## src/rtl/integral_pkg.sv

```systemverilog
// Shared types for the integral-image row chain: the pixel position record,
// the feeder state encoding, and the raster-order position step helper.
package integral_pkg;

   localparam int ADDR_WIDTH = 12;

   typedef enum logic [1:0] {
      IDLE   = 2'd0,
      ACTIVE = 2'd1,
      DONE   = 2'd2
   } feeder_state_t;

   typedef struct packed {
      logic [ADDR_WIDTH-1:0] col;
      logic [ADDR_WIDTH-1:0] row;
   } pos_t;

   // Raster successor of p; the row wraps so the counter never leaves the frame.
   function automatic pos_t next_pos(input pos_t p,
                                     input logic [ADDR_WIDTH-1:0] col_last,
                                     input logic [ADDR_WIDTH-1:0] row_last);
      pos_t n;
      if (p.col == col_last) begin
         n.col = {ADDR_WIDTH{1'b0}};
         if (p.row == row_last) begin
            n.row = {ADDR_WIDTH{1'b0}};
         end else begin
            n.row = p.row + ADDR_WIDTH'(1);
         end
      end else begin
         n.col = p.col + ADDR_WIDTH'(1);
         n.row = p.row;
      end
      return n;
   endfunction

endpackage

```

## src/rtl/frame_position_counter.sv

```systemverilog
// Column/row position of the next pixel to be written, with synchronous clear,
// restart-after-origin (used when a start-of-frame pixel takes (0,0)) and a last-pixel flag.
module frame_position_counter
   import integral_pkg::*;
#(
   parameter int FRAME_WIDTH  = 10,
   parameter int FRAME_HEIGHT = 10
) (
   input  logic                  clk,
   input  logic                  reset,
   input  logic                  clear,
   input  logic                  restart,
   input  logic                  advance,
   output logic [ADDR_WIDTH-1:0] col,
   output logic [ADDR_WIDTH-1:0] row,
   output logic                  last
);

   localparam logic [ADDR_WIDTH-1:0] COL_LAST = ADDR_WIDTH'(FRAME_WIDTH - 1);
   localparam logic [ADDR_WIDTH-1:0] ROW_LAST = ADDR_WIDTH'(FRAME_HEIGHT - 1);
   localparam pos_t ORIGIN = '{col: {ADDR_WIDTH{1'b0}}, row: {ADDR_WIDTH{1'b0}}};

   pos_t pos_r;
   pos_t pos_next_s;

   // Next-position selection: clear wins, restart steps past the origin, advance steps once.
   always_comb begin
      pos_next_s = pos_r;
      if (clear) begin
         pos_next_s = ORIGIN;
      end else if (restart) begin
         pos_next_s = next_pos(ORIGIN, COL_LAST, ROW_LAST);
      end else if (advance) begin
         pos_next_s = next_pos(pos_r, COL_LAST, ROW_LAST);
      end else begin
         pos_next_s = pos_r;
      end
   end

   // Position register.
   always_ff @(posedge clk or posedge reset) begin
      if (reset) begin
         pos_r <= ORIGIN;
      end else begin
         pos_r <= pos_next_s;
      end
   end

   assign col  = pos_r.col;
   assign row  = pos_r.row;
   assign last = (pos_r.col == COL_LAST) && (pos_r.row == ROW_LAST);

endmodule

```

## src/rtl/integral_pixel_feeder.sv

```systemverilog
// Front of the integral-image row chain: frames the camera pixel stream, writes
// zero-extended pixels into the first row stage and flags complete windows and frame end.
module integral_pixel_feeder
   import integral_pkg::*;
#(
   parameter int DATA_WIDTH_8        = 8,
   parameter int DATA_WIDTH_16       = 16,
   parameter int FRAME_CAMERA_WIDTH  = 10,
   parameter int FRAME_CAMERA_HEIGHT = 10,
   parameter int INTEGRAL_WIDTH      = 3,
   parameter int INTEGRAL_HEIGHT     = 3
) (
   input  logic                     clk,
   input  logic                     reset,
   input  logic [DATA_WIDTH_8-1:0]  i_pixel,
   input  logic                     i_valid,
   input  logic                     i_sof,
   input  logic                     i_stall,
   output logic                     o_ready,
   output logic                     o_wen,
   output logic [DATA_WIDTH_16-1:0] o_fifo_in,
   output logic [ADDR_WIDTH-1:0]    o_col,
   output logic [ADDR_WIDTH-1:0]    o_row,
   output logic                     o_window_valid,
   output logic                     o_frame_end,
   output logic                     o_sof_error
);

   localparam logic [ADDR_WIDTH-1:0] WIN_COL_MIN = ADDR_WIDTH'(INTEGRAL_WIDTH - 1);
   localparam logic [ADDR_WIDTH-1:0] WIN_ROW_MIN = ADDR_WIDTH'(INTEGRAL_HEIGHT - 1);
   localparam logic ORIGIN_IS_LAST = (FRAME_CAMERA_WIDTH == 1) && (FRAME_CAMERA_HEIGHT == 1);

   feeder_state_t         state_r;
   logic                  accept_s;
   logic                  sof_take_s;
   logic                  pix_take_s;
   logic                  write_s;
   logic                  last_write_s;
   logic                  clear_s;
   logic                  restart_s;
   logic                  advance_s;
   logic [ADDR_WIDTH-1:0] cnt_col_s;
   logic [ADDR_WIDTH-1:0] cnt_row_s;
   logic                  cnt_last_s;
   logic [ADDR_WIDTH-1:0] wr_col_s;
   logic [ADDR_WIDTH-1:0] wr_row_s;

   // Held low during reset so every output reads 0 while it is asserted.
   assign o_ready  = ~reset & ((state_r == IDLE) | (state_r == ACTIVE)) & ~i_stall;
   assign accept_s = i_valid & o_ready;

   // Write decode: a start-of-frame pixel always lands at (0,0); plain pixels only count while ACTIVE.
   always_comb begin
      sof_take_s   = accept_s & i_sof;
      pix_take_s   = accept_s & ~i_sof & (state_r == ACTIVE);
      write_s      = sof_take_s | pix_take_s;
      last_write_s = (sof_take_s & ORIGIN_IS_LAST) | (pix_take_s & cnt_last_s);
      restart_s    = sof_take_s & ~last_write_s;
      advance_s    = pix_take_s & ~last_write_s;
      clear_s      = last_write_s | (state_r == DONE);
      if (sof_take_s) begin
         wr_col_s = {ADDR_WIDTH{1'b0}};
         wr_row_s = {ADDR_WIDTH{1'b0}};
      end else begin
         wr_col_s = cnt_col_s;
         wr_row_s = cnt_row_s;
      end
   end

   frame_position_counter #(
      .FRAME_WIDTH  (FRAME_CAMERA_WIDTH),
      .FRAME_HEIGHT (FRAME_CAMERA_HEIGHT)
   ) u_pos (
      .clk     (clk),
      .reset   (reset),
      .clear   (clear_s),
      .restart (restart_s),
      .advance (advance_s),
      .col     (cnt_col_s),
      .row     (cnt_row_s),
      .last    (cnt_last_s)
   );

   // Feeder FSM and registered outputs; data outputs hold between writes.
   always_ff @(posedge clk or posedge reset) begin
      if (reset) begin
         state_r        <= IDLE;
         o_wen          <= 1'b0;
         o_fifo_in      <= {DATA_WIDTH_16{1'b0}};
         o_col          <= {ADDR_WIDTH{1'b0}};
         o_row          <= {ADDR_WIDTH{1'b0}};
         o_window_valid <= 1'b0;
         o_frame_end    <= 1'b0;
         o_sof_error    <= 1'b0;
      end else begin
         o_wen          <= write_s;
         o_window_valid <= write_s & (wr_row_s >= WIN_ROW_MIN) & (wr_col_s >= WIN_COL_MIN);
         o_sof_error    <= sof_take_s & (state_r == ACTIVE);
         o_frame_end    <= (state_r == DONE);
         if (write_s) begin
            o_fifo_in <= {{(DATA_WIDTH_16 - DATA_WIDTH_8){1'b0}}, i_pixel};
            o_col     <= wr_col_s;
            o_row     <= wr_row_s;
         end
         case (state_r)
            IDLE: begin
               if (sof_take_s) begin
                  state_r <= last_write_s ? DONE : ACTIVE;
               end
            end
            ACTIVE: begin
               if (last_write_s) begin
                  state_r <= DONE;
               end
            end
            DONE: begin
               state_r <= IDLE;
            end
            default: begin
               state_r <= IDLE;
            end
         endcase
      end
   end

endmodule
```

## config.mk

```make
export PLATFORM = sky130hd
export DESIGN_NAME = integral_pixel_feeder
export DESIGN_NICKNAME = d
export VERILOG_FILES = /design/src/rtl/integral_pkg.sv /design/src/rtl/frame_position_counter.sv /design/src/rtl/integral_pixel_feeder.sv
export SDC_FILE = /design/constraint.sdc
export NUM_CORES = 1
export LEC_CHECK = 0
export ABC_AREA = 1
export CORE_MARGIN = 5
export CORE_UTILIZATION = 36
export DETAILED_ROUTE_END_ITERATION = 6
export HOLD_SLACK_MARGIN = 0.06
export REMOVE_ABC_BUFFERS = 1
export SETUP_SLACK_MARGIN = 0.15
export SLEW_MARGIN = 20
export SYNTH_ARGS = -nofsm -noshare
export SYNTH_HDL_FRONTEND = slang
export SYNTH_SLANG_ARGS = --single-unit
```

## constraint.sdc

```tcl
create_clock -name clk -period 3.99 [get_ports clk]
set_input_delay 0.798 -clock clk [delete_from_list [all_inputs] [get_ports clk]]
set_output_delay 0.798 -clock clk [all_outputs]
set_load 0.02 [all_outputs]
```

==> metrics, run 1 <==
share of the synthesized area in the top cell type 0.442; CP Cell Sequence clkdlybuf4s50_1 -> nor3_1 -> clkdlybuf4s50_1; internal power 1.28 mW; hold depth 1; final setup fails 0; most common cell in the netlist nand2_1; Final Max Slew Viols 0; clock sinks 62; largest net degree at the start of global routing 30; routed via count roughly 3000; total CTS buffers 9; pwr dens 437 nW/um2; H-tree Lvls 3; RePlAce Congestion 0.844; switching pwr 0.588 mW; fin nets 480; layout cells sized above 1 0.177; CP peak stage delay between 0.6 and 0.7 ns; Hold Violations, Final 0; first-pass GRT wire length 13700 um; Reg2Reg Depth 6; post-synthesis sequential area ratio 0.442; final period utilization 0.719; Leakage Power 2.00 nW; DRT Pass-1 Iters 4; CTS tree done; max_cap viols 0; row cnt 36; number of synthesized flops with an enable pin 0; Seq pwr share 0.420; Ys Warns 0; DRC 0; vias per cell a little under 5; r2r endpoint o_window_valid; Worst-Margin Slew approximately 0.6 ns; Chip Height 109 um; Post-Place Cells 585; routed len/inst approximately 14 um; DP Worst Slack between 0.9 and 1 ns; Ant. Diodes 0; Clock Tree Buf Depth 2; status complete, no violations; Tot GR Track Use 0.147; non-filler cells, final 601; synth top area cells dfrtp_1 (44%), nand2_1 (9.2%), nand3_1 (8.7%); post-synthesis area per instance 8.50 um2; Area Growth Syn to Fin 21.4%; HPWL after detailed placement between 6000 and 7000 um; Post-synth top flop dfrtp_1; Seq cells post-synth 62; CTS Hold Bufs 0; Crit Path Max Fanout 3; CP max-delay cell clkdlybuf4s50_1; Die Footprint 11800 um2; Worst Path Required 3.19 ns; CP Launch Type input pin; Comb pwr share 0.252; Post-synth top cells nand2_1 (86), dfrtp_1 (62), nand3_1 (61); Final ANT Viol Nets 0; Max Freq ~0.35 GHz; share of synthesized registers carrying an async set or reset 1.00; CP arrival roughly 2.1 ns; Hold Crit Endpoint state_r[0]; Clk pwr share 0.328; overall power 1.86 mW; Hold Slack roughly 0.47 ns; vias in the first global route 2813; relative slew slack 0.590; Worst-path clk slew roughly 0.06 ns; RR Startpoint state_r[1]; post-CTS sizing 0; Setup CP Type input pin to primary output; Die X 109 um; skew final between 0.01 and 0.015 ns; fin crit period 2.87 ns; worst vdd ir 0.200 mV; Hold Startpoint state_r[0]; sw frac 0.316; total gr overflow 0; post-route setup slack 1.12 ns; antenna violations before repair 0; Mapped Area 3510 um2; io pins 58; Starting Density 0.364; Post-Route WL 8240 um; CP dominant cell by count clkdlybuf4s50_1; Root Buffer clkbuf_8; RSZ-0062 raised after global routing no; Clk Latency, worst-skew pair 0.35 ns; reg2reg setup slack 1.83 ns; total setup buffers inserted after CTS 0; post-synth top area cell dfrtp_1; Initial DRC Count ~300; I/O Buffers 49; Core Area 9640 um2; Hold WC Path Type flip-flop to flip-flop; Syn Inst Count 413; Crit. Startpoint reset; Yosys cell types 40; element type at the critical path end primary output; Fin Setup TNS 0 ns
-- critical path: cells and delay by family --
| kind | cells | cell delay [ns] |
|---|---|---|
| buf+inv | 2 | 1.09 |
| simple gates | 1 | 0.18 |
-- logic make-up (layout without fill, tap and decap cells) --
logic type                 count (synthesis)  in the layout  synth area share
DFF                                       62             62             0.442
muxes                                      8              8            0.0257
AOI/OAI and AO/OA                         41             41            0.0919
xor gates and xnor gates                   3              3           0.00748
and+or+nand+nor                          228            228             0.318
adders and majority gates                  4              4            0.0143
buffers and inverters                     66            114            0.0997
other                                      1              8           0.00107
-- stage by stage --
stage / area, um2 / util
after floorplan: 3350 / -
after detailed placement: 4050 / 0.420
after global routing: 4260 / 0.442
after global placement: 4050 / 0.420
after CTS: 4260 / 0.442
final: 4260 / 0.442
-- registers in the layout (all words and copies together) (netlist names), 2 cells and up --
| name | flops |
|---|---|
| o_row | 12 |
| o_fifo_in | 8 |
| u_pos.col | 12 |
| o_col | 12 |
| state_r | 2 |
| u_pos.row | 12 |
-- power by group through the flow --
| stage | Sequential [mW] | Combinational, mW | Clock [mW] |
|---|---|---|---|
| after floorplan | 0.842 | 0.240 | 0 |
| after global placement | 0.790 | 0.470 | 0 |
| after detailed placement | 0.794 | 0.476 | 0 |
| after CTS | 0.782 | 0.478 | 0.627 |
| after global routing | 0.796 | 0.519 | 0.651 |
| final | 0.782 | 0.471 | 0.612 |
-- routing by layer --
| layer | GRT usage | vias up | routed length [um] |
|---|---|---|---|
| li1 | - | 1444 | - |
| met1 | 0.205 | 1398 | 3800 |
| met2 | 0.219 | 96 | 3660 |
| met3 | 0.0249 | 15 | 577 |
| met4 | 0.0775 | 0 | 199 |
| met5 | 0 | - | 0 |
-- worst max-delay path by stage --
| stage | to | slack, ns | cells past startpoint |
|---|---|---|---|
| detailed placement | u_pos.row[2] | 0.98 | 7 |
| global placement | u_pos.row[7] | 1.03 | 7 |
| CTS | o_ready | 1.11 | 3 |
| global route | o_ready | 1.02 | 3 |
| finish | o_ready | 1.12 | 3 |
| floorplan | u_pos.row[0] | 1.14 | 6 |
-- placed cells by master, fill, tap and decap left out, types with 2 or more instances in the layout --
| cell | count |
|---|---|
| nor3_2 | 4 |
| nand3_2 | 2 |
| ha_1 | 4 |
| bufinv_16 | 2 |
| xor2_1 | 3 |
| inv_1 | 35 |
| nand4_2 | 2 |
| nand4_1 | 10 |
| nand3_1 | 61 |
| buf_4 | 5 |
| mux2_2 | 8 |
| nor3_1 | 13 |
| clkinv_2 | 2 |
| a21oi_1 | 2 |
| o22ai_1 | 2 |
| o21ai_0 | 8 |
| clkbuf_8 | 10 |
| a21oi_2 | 4 |
| dfrtp_1 | 62 |
| nor2_4 | 2 |
| o21ai_2 | 20 |
| clkdlybuf4s50_1 | 49 |
| clkbuf_1 | 2 |
| conb_1 | 8 |
| nor2_2 | 4 |
| inv_2 | 9 |
| nor2_1 | 35 |
| nand2_2 | 3 |
| nand2_1 | 86 |
-- final cells by class --
| type | count | area [um2] |
|---|---|---|
| clock inverter | 4 | 70.1 |
| timing repair buffer | 54 | 528 |
| multi-input combinational | 292 | 1640 |
| fill | 974 | 5380 |
| inverter | 44 | 165 |
| clock buffer | 12 | 145 |
| tap | 133 | 166 |
| sequential | 62 | 1550 |
Power figures use the tool's default switching activity.
==> run 2: changes to the inputs <==
- clock period: 3.99 -> 2.5 ns (I/O delays scaled with it)
==> run 2 against run 1 <==
  * Largest power group unchanged
  * Flip-flop and latch count unchanged
  * Clock skew down 0.0011 ns
  * Sequential power up 60%
  * Clock power up 51%
  * Sequential share of layout area down 0.44 points
  * Final area up 1.2%
==> metrics, run 2 (synthesis results as in run 1) <==
status complete, no violations; total CTS buffers 9; commonest non-fill, non-tap cell in the layout nand2_1; Leakage Power 2.04 nW; I/O Buffers 49; Final Max Slew Viols 0; max_cap viols 0; fin nets around 500; skew final around 0.0093 ns; Chip Height 109 um; Core Area 9640 um2; routed len/inst between 10 and 15 um; element type at the critical path end flip-flop; row cnt 36; Clk Latency, worst-skew pair approximately 0.34 ns; grt peak-use layer met2; CTS Hold Bufs 0; Area Growth Syn to Fin 22.9%; most used cells in the layout excluding fill and tap cells nand2_1 (86), dfrtp_1 (62), nand3_1 (61); Core Util, Final 0.448; Starting Density 0.364; Worst-path clk slew 0.07 ns; HPWL after detailed placement 6140 um; RePlAce Congestion 0.872; routed via count a little under 3000; Worst Path Required 2.78 ns; total gr overflow 0; Root Buffer clkbuf_8; Hold Violations, Final 0; post-CTS sizing 0; r2r endpoint u_pos.row[6]; Tot GR Track Use 0.152; total setup buffers inserted after CTS 0; DRT Pass-1 Iters 4; CP Cell Sequence clkdlybuf4s50_1 -> nor2_2 -> nand4_2 -> o211ai_2 -> buf_4 -> nand3_1 -> nand2_1; Clock Tree Buf Depth 2; CP max-delay cell clkdlybuf4s50_1; H-tree Lvls 3; Die Footprint 11800 um2; Crit Path Max Fanout 19; Initial DRC Count ~200; final period utilization 0.778; RR Startpoint u_pos.col[1]; fillers 960; hold depth 1; Die X around 110 um; Setup CP Type input pin to flip-flop; Hold Crit Endpoint state_r[0]; worst vdd ir about 0.24 mV; first-pass GRT wire length roughly 14000 um; Ant. Diodes 0; M1 GR Usage 0.215; Max Freq 0.514 GHz; Hold WC Path Type flip-flop to flip-flop; DRC 0; Reg2Reg Depth 9; overall power roughly 3 mW; CP arrival about 2.2 ns; vias per cell 4.89; non-filler cells, final a little over 600; Post-Route WL ~8400 um; antenna violations before repair 0; CP Launch Type input pin; grt met3 use 0.0272; io pins 58; Final ANT Viol Nets 0; fin crit period between 1.5 and 2 ns; reg2reg setup slack 0.66 ns; final setup fails 0; pwr dens 681 nW/um2; met2 GRT Util 0.233; Hold Startpoint state_r[0]; layout cells sized above 1 0.190; largest net degree at the start of global routing 29; RSZ-0062 raised after global routing no; vias in the first global route 2909; clock sinks 62; Post-Place Cells 591; Fin Setup TNS 0 ns; CTS tree done; CP peak stage delay 0.46 ns
==> run 2: cell types whose count changed in the layout (fill, tap and decap cells not counted), sizes merged <==
cell / previous run / this run
clkinv: 2 / 1
bufinv: 2 / 1
dlymetal6s2s: 0 / 1
clkdlybuf4s50: 49 / 48
buf: 5 / 11
clkinvlp: 0 / 1
==> run 2: worst max-delay path by stage <==
stage               start             to  slack (ns)  cells past startpoint
floorplan           reset   u_pos.row[0]       -0.05                      6
global placement    reset        o_ready        0.24                      3
detailed placement  reset  u_pos.row[11]        0.20                      7
CTS                 reset        o_ready        0.23                      3
global route        reset   u_pos.col[5]        0.43                      7
finish              reset   u_pos.row[6]        0.56                      7
==> run 2: per-stage QoR <==
step           hold slack, ns  cell area, um2  setup WS, ns
2_1_floorplan           0.434            3350       -0.0514
3_3_place_gp            0.451            4110         0.236
3_5_place_dp            0.467            4110         0.195
4_1_cts                 0.480            4310         0.230
5_1_grt                 0.498            4320         0.430
6_report                0.479            4320         0.556
==> run 2: cell type report <==
type,count,area (um2),area share
Multi-Input combinational cell,292,1640,0.379
Clock buffer,12,165,0.0383
Timing Repair Buffer,60,588,0.136
Sequential cell,62,1550,0.360
Clock inverter,3,42.5,0.00986
Tap cell,133,166,0.0386
Inverter,44,165,0.0383
==> run 2: where the power goes <==
group / internal [mW] / switching (mW) / leakage [nW]
combinational: 0.327 / 0.438 / 1.10
sequential: 1.13 / 0.117 / 0.833
clock: 0.535 / 0.390 / 0.104
total: 1.99 / 0.945 / 2.04
==> run 2: worst max-delay path, delay by kind of cell <==
family	cells	cell delay, ns
buf+inv	2	0.76
simple gates	4	0.66
compound gates	1	0.29
==> run 2: metal layers <==
layer | up-vias | part of all wire
met4 | 0 | 0.013
met1 | 1425 | 0.49
met2 | 67 | 0.44
li1 | 1464 | -
met3 | 7 | 0.054
met5 | - | 0
==> run 3: changes to the inputs <==
- clock period: 2.5 -> 1.94 ns (I/O delays scaled with it)
==> run 3 against run 2 <==
  * Sequential share of layout area fell by 2.2 points
  * Sequential power grew 28%
  * Global-route usage about the same
  * First-iteration DRC count increased by 28%
  * Via count rose by 4.2%
  * Critical path depth is 2 higher
  * Setup slack got worse by 0.41 ns
  * Final cell count grew 5.1%
  * Hold slack worse by 0.20 ns
  * Flip-flop and latch count did not move
  * Power rose by 28%
  * Non-clock buffer count grew 30
==> metrics, run 3 (synthesis results as in run 1) <==
Ant. Diodes 0; total CTS buffers 9; Leakage Power 2.17 nW; CP Launch Type flip-flop; post-route setup slack 0.146 ns; element type at the critical path end flip-flop; DP Worst Slack -0.142 ns; reg2reg setup slack 0.15 ns; Tot GR Track Use 0.152; H-tree Lvls 3; Crit Path Max Fanout 6; Core Area between 9000 and 10000 um2; Area Growth Syn to Fin 31.4%; pwr dens 818 nW/um2; final setup fails 0; Setup CP Type flip-flop to flip-flop; Root Buffer clkbuf_8; antenna violations before repair 0; Clock Tree Buf Depth 2; skew final 0.00503 ns; routed via count ~3000; io pins 58; most used cells in the layout excluding fill and tap cells nand2_1 (82), nand3_1 (61), dfrtp_1 (58); routed len/inst roughly 14 um; Final ANT Viol Nets 0; FF+latch area approximately 1600 um2; final period utilization 0.925; layout cells sized above 1 0.270; fillers ~950; first-pass GRT wire length 14200 um; total gr overflow 0; Worst Path Required 2.18 ns; RR Startpoint u_pos.col[1]; Clk pwr share 0.255; Chip Height 109 um; vias in the first global route 2901; status complete, no violations; Reg2Reg Depth 9; internal power 2.48 mW; Worst-path clk slew 0.07 ns; Hold WC Path Type input pin to asynchronous set/reset pin; CTS tree done; Max Freq 0.557 GHz; DRC 0; clock sinks 62; Hold Violations, Final 0; I/O Buffers 49; CP arrival around 2 ns; Die Footprint between 10000 and 15000 um2; vias per cell just under 5; RSZ-0062 raised after global routing yes; switching pwr 1.29 mW; commonest non-fill, non-tap cell in the layout nand2_1; Comb pwr share 0.321; DRT Pass-1 Iters 5; Post-Route WL 8730 um; RePlAce Congestion 0.866; Die X between 100 and 150 um; Starting Density 0.364; Initial DRC Count 254; area of the multi-input gates 1680 um2; Hold Slack 0.279 ns; max_cap viols 0; largest net degree at the start of global routing 63; fin crit period 1.79 ns; Seq pwr share 0.424; HPWL after detailed placement ~6200 um; fin nets 517; Clk Latency, worst-skew pair 0.35 ns; worst vdd ir between 0.3 and 0.4 mV; r2r endpoint u_pos.row[8]; Final Max Slew Viols 0; sw frac 0.342; row cnt 36
-- run 3: cell types whose count changed in the layout (fill, tap and decap cells not counted), sizes merged --
| cell | before | now |
|---|---|---|
| clkdlybuf4s50 | 48 | 47 |
| clkinvlp | 1 | 4 |
| clkinv | 1 | 2 |
| inv | 44 | 43 |
| bufinv | 1 | 0 |
| buf | 11 | 41 |
-- run 3: worst max-delay path by stage --
stage                 start            to  slack [ns]  cells past startpoint
6_report       u_pos.col[1]  u_pos.row[8]        0.15                      9
5_1_grt        u_pos.col[1]  u_pos.row[8]        0.05                      9
4_1_cts        u_pos.col[0]  u_pos.row[4]        0.16                      8
3_5_place_dp          reset  u_pos.row[4]       -0.14                      8
3_3_place_gp          reset       o_ready       -0.08                      3
2_1_floorplan    state_r[1]  u_pos.row[0]       -0.56                      6
-- run 3: cell type report --
| class | count | share of cell area |
|---|---|---|
| Timing Repair inverter | 1 | 0.00163 |
| Tap cell | 133 | 0.0361 |
| Inverter | 44 | 0.0377 |
| Multi-Input combinational cell | 292 | 0.365 |
| Clock buffer | 11 | 0.0285 |
| Timing Repair Buffer | 90 | 0.189 |
| Clock inverter | 4 | 0.00542 |
| Sequential cell | 62 | 0.337 |
-- run 3: critical path, cell delays in order (launching register included) --
cell	delay, ns
dfrtp_1	0.40
inv_2	0.09
ha_4	0.14
nand2_2	0.05
nor2_2	0.10
nand3_2	0.12
o211ai_4	0.33
clkinvlp_4	0.27
nand2_1	0.12
nand2_1	0.05
-- run 3: power by group through the flow --
stage	Combinational, mW	Clock [mW]	Sequential [mW]
after floorplan	0.493	0	1.73
after global placement	1.03	0	1.63
after detailed placement	1.04	0	1.63
after CTS	1.04	0.990	1.61
after global routing	1.31	1.05	1.62
final	1.21	0.962	1.60
-- run 3: through the flow --
stage | TNS (ns) | power [mW] | std cells | cell area (um2) | utilization
after floorplan | -8.42 | 2.22 | 398 | 3350 | -
after global placement | -1.62 | 2.65 | 607 | 4280 | 0.444
after detailed placement | -2.53 | 2.67 | 607 | 4280 | 0.444
after CTS | 0 | 3.64 | 622 | 4430 | 0.460
after global routing | 0 | 3.98 | 637 | 4610 | 0.479
final | 0 | 3.77 | 637 | 4610 | 0.479
-- run 3: metal layers --
layer  routed length [um]  part of all wire  GRT usage  up-vias
met5                    0                 0          0        -
met4                  235             0.027     0.0812        0
met3                  523             0.060     0.0219       20
met2                 3940              0.45      0.234       91
met1                 4030              0.46      0.206     1453
li1                     -                 -          -     1522
-- run 3: repair_timing --
action | in CTS | in global routing
endpoints found under the hold margin | 0 | 0
gates cloned | 0 | 1
hold buffers | 0 | 0
gates resized for setup | 1 | 27
endpoints found under the setup margin | 1 | 16
setup buffers | 0 | 14
pin swaps | 0 | 14
==> edit: new RTL, config.mk and constraints of run 2 <==
Re-encode `feeder_state_t` (3 states) as one-hot, 3 bits wide.
--- a/src/rtl/integral_pkg.sv
+++ b/src/rtl/integral_pkg.sv
@@ -4,10 +4,10 @@
 
    localparam int ADDR_WIDTH = 12;
 
-   typedef enum logic [1:0] {
-      IDLE   = 2'd0,
-      ACTIVE = 2'd1,
-      DONE   = 2'd2
+   typedef enum logic [2:0] {
+      IDLE   = 3'b001,
+      ACTIVE = 3'b010,
+      DONE   = 3'b100
    } feeder_state_t;
 
    typedef struct packed {
Behaviour: no difference found for any inputs over 10 cycles, from zero or initial values and one cycle with reset high; not proved beyond that.
==> edit against run 2 <==
- synthesized cell count is 17% higher
- utilization barely moved
- die area increased by 0.98%
- cell count rose by 11%
- final area up 0.46%
- global-route usage rose by 0.51 points
- via count grew 7.9%
- sequential cell count grew 1
- wire length grew 5.6%
- setup slack worse by 140 ps
- first-iteration DRC count increased by 1.5%
- area after synthesis increased by 1.1%
- critical path type is now reg -> reg
- largest cell class unchanged
Power is not compared: it rests on default switching activity, and its combinational part moved more than twofold at a synthesized area within 25%.
==> edit: results (changes against run 2) <==
Run status -> finished clean
GRT Resource Usage Total -> 15.7% (+0.51 points)
Post-cts resize count -> 1 (+1)
First-pass GRT wire length -> 14,800 um (+3.3%)
Pin count of the biggest net entering global routing -> 51 (+76%)
Final nets -> 553 (+14%)
Vias -> 3,196 (+7.9%)
Sequential fraction of the synthesis area -> 44.4% (+0.27 points)
Critical path arrival -> 2310 ps (+90 ps)
Inverters -> 45 (+2.3%)
CP max stage cell -> o211ai_4
Comb_multi_in -> 360 (+23%)
Fill cells -> 1,006 (+4.8%)
Met3 usage -> 2.29% (-0.43 points)
GR Util met2 -> 24.9% (+1.6 points)
CP max FO -> 14 (-5)
Post-Synth XOR/XNOR Area -> 1.73% (+0.98 points)
Yosys reg bits -> 63 (+1.6%)
Synthesized-area fraction occupied by adder cells -> 1.41% (-0.015 points)
Storage cell area -> 1580 um2 (+1.7%)
Synth Area in Compound Gates -> 5.57% (-3.6 points)
Placed Cells incl. Taps -> 658 (+11%)
Detail-routed net length per standard cell -> 13.1 um (-5.1%)
Wl on met1 -> 4200 um (+2.7%)
Share of layout cells above drive strength 1 -> 9.06% (-10 points)
Post-DP HPWL -> 6480 um (+5.4%)
Clock buffer count -> 14 (+2)
Metal3 WL -> 417 um (-7.1%)
Synth top area cells -> dfrtp_1, nand2_1, nor2_1
Fraction of synthesized area in multiplexers -> 0% (-2.6 points)
ClkCell Share -> 4.50% (-0.31 points)
Vias in the first global route -> 3,004 (+3.3%)
Met1 Usage GRT -> 21.7% (+0.25 points)
Via/cell ratio -> 4.74 (-3.0%)
Layout Skew -> 10.2 ps (+0.898 ps)
Multi-input combinational area share -> 38.4% (+0.49 points)
Critical Path Max Stage Delay -> 430 ps (-30 ps)
Most instantiated cells after synthesis -> nand2_1, dfrtp_1, nor2_1, nand3_1, inv_1
GPL Wtd Cong -> 0.857 (-1.7%)
Post-synth cell types -> 33 (-18%)
Met2 wire length -> 4060 um (+9.7%)
Bufs w/o clock -> 57 (-5.0%)
I/O Buffers -> 49 (unchanged)
Layout buffering overhead excluding clock cells -> 13.0% (-0.67 points)
-- edit: stage by stage --
step	instance area, um2	power (uW)	hold slack [ps]	setup slack, ps	utilization [%]
floorplan	3410	1330	493	432	-
global placement	4140	1470	461	169	42.8
detailed placement	4140	1480	467	135	42.8
CTS	4340	2340	486	405	44.8
global route	4340	2420	505	256	44.8
finish	4340	2300	479	415	44.8
-- edit: path summary, 6_finish.rpt --
check	from	endpoint	slack, ps	cells past startpoint
max	u_pos.col[1]	u_pos.row[8]	410	9
min	o_fifo_in[4]	o_fifo_in[4]	480	2
max reg2reg	u_pos.col[1]	u_pos.row[8]	410	9
min reg2reg	o_fifo_in[4]	o_fifo_in[4]	480	2
max in group asynchronous	reset	o_col[7]	1390	3
min in group asynchronous	reset	state_r[1]	540	2
-- edit: power breakdown --
group | internal [uW] | switching, uW
Sequential | 1070 | 48.5
Combinational | 134 | 204
Clock | 468 | 383
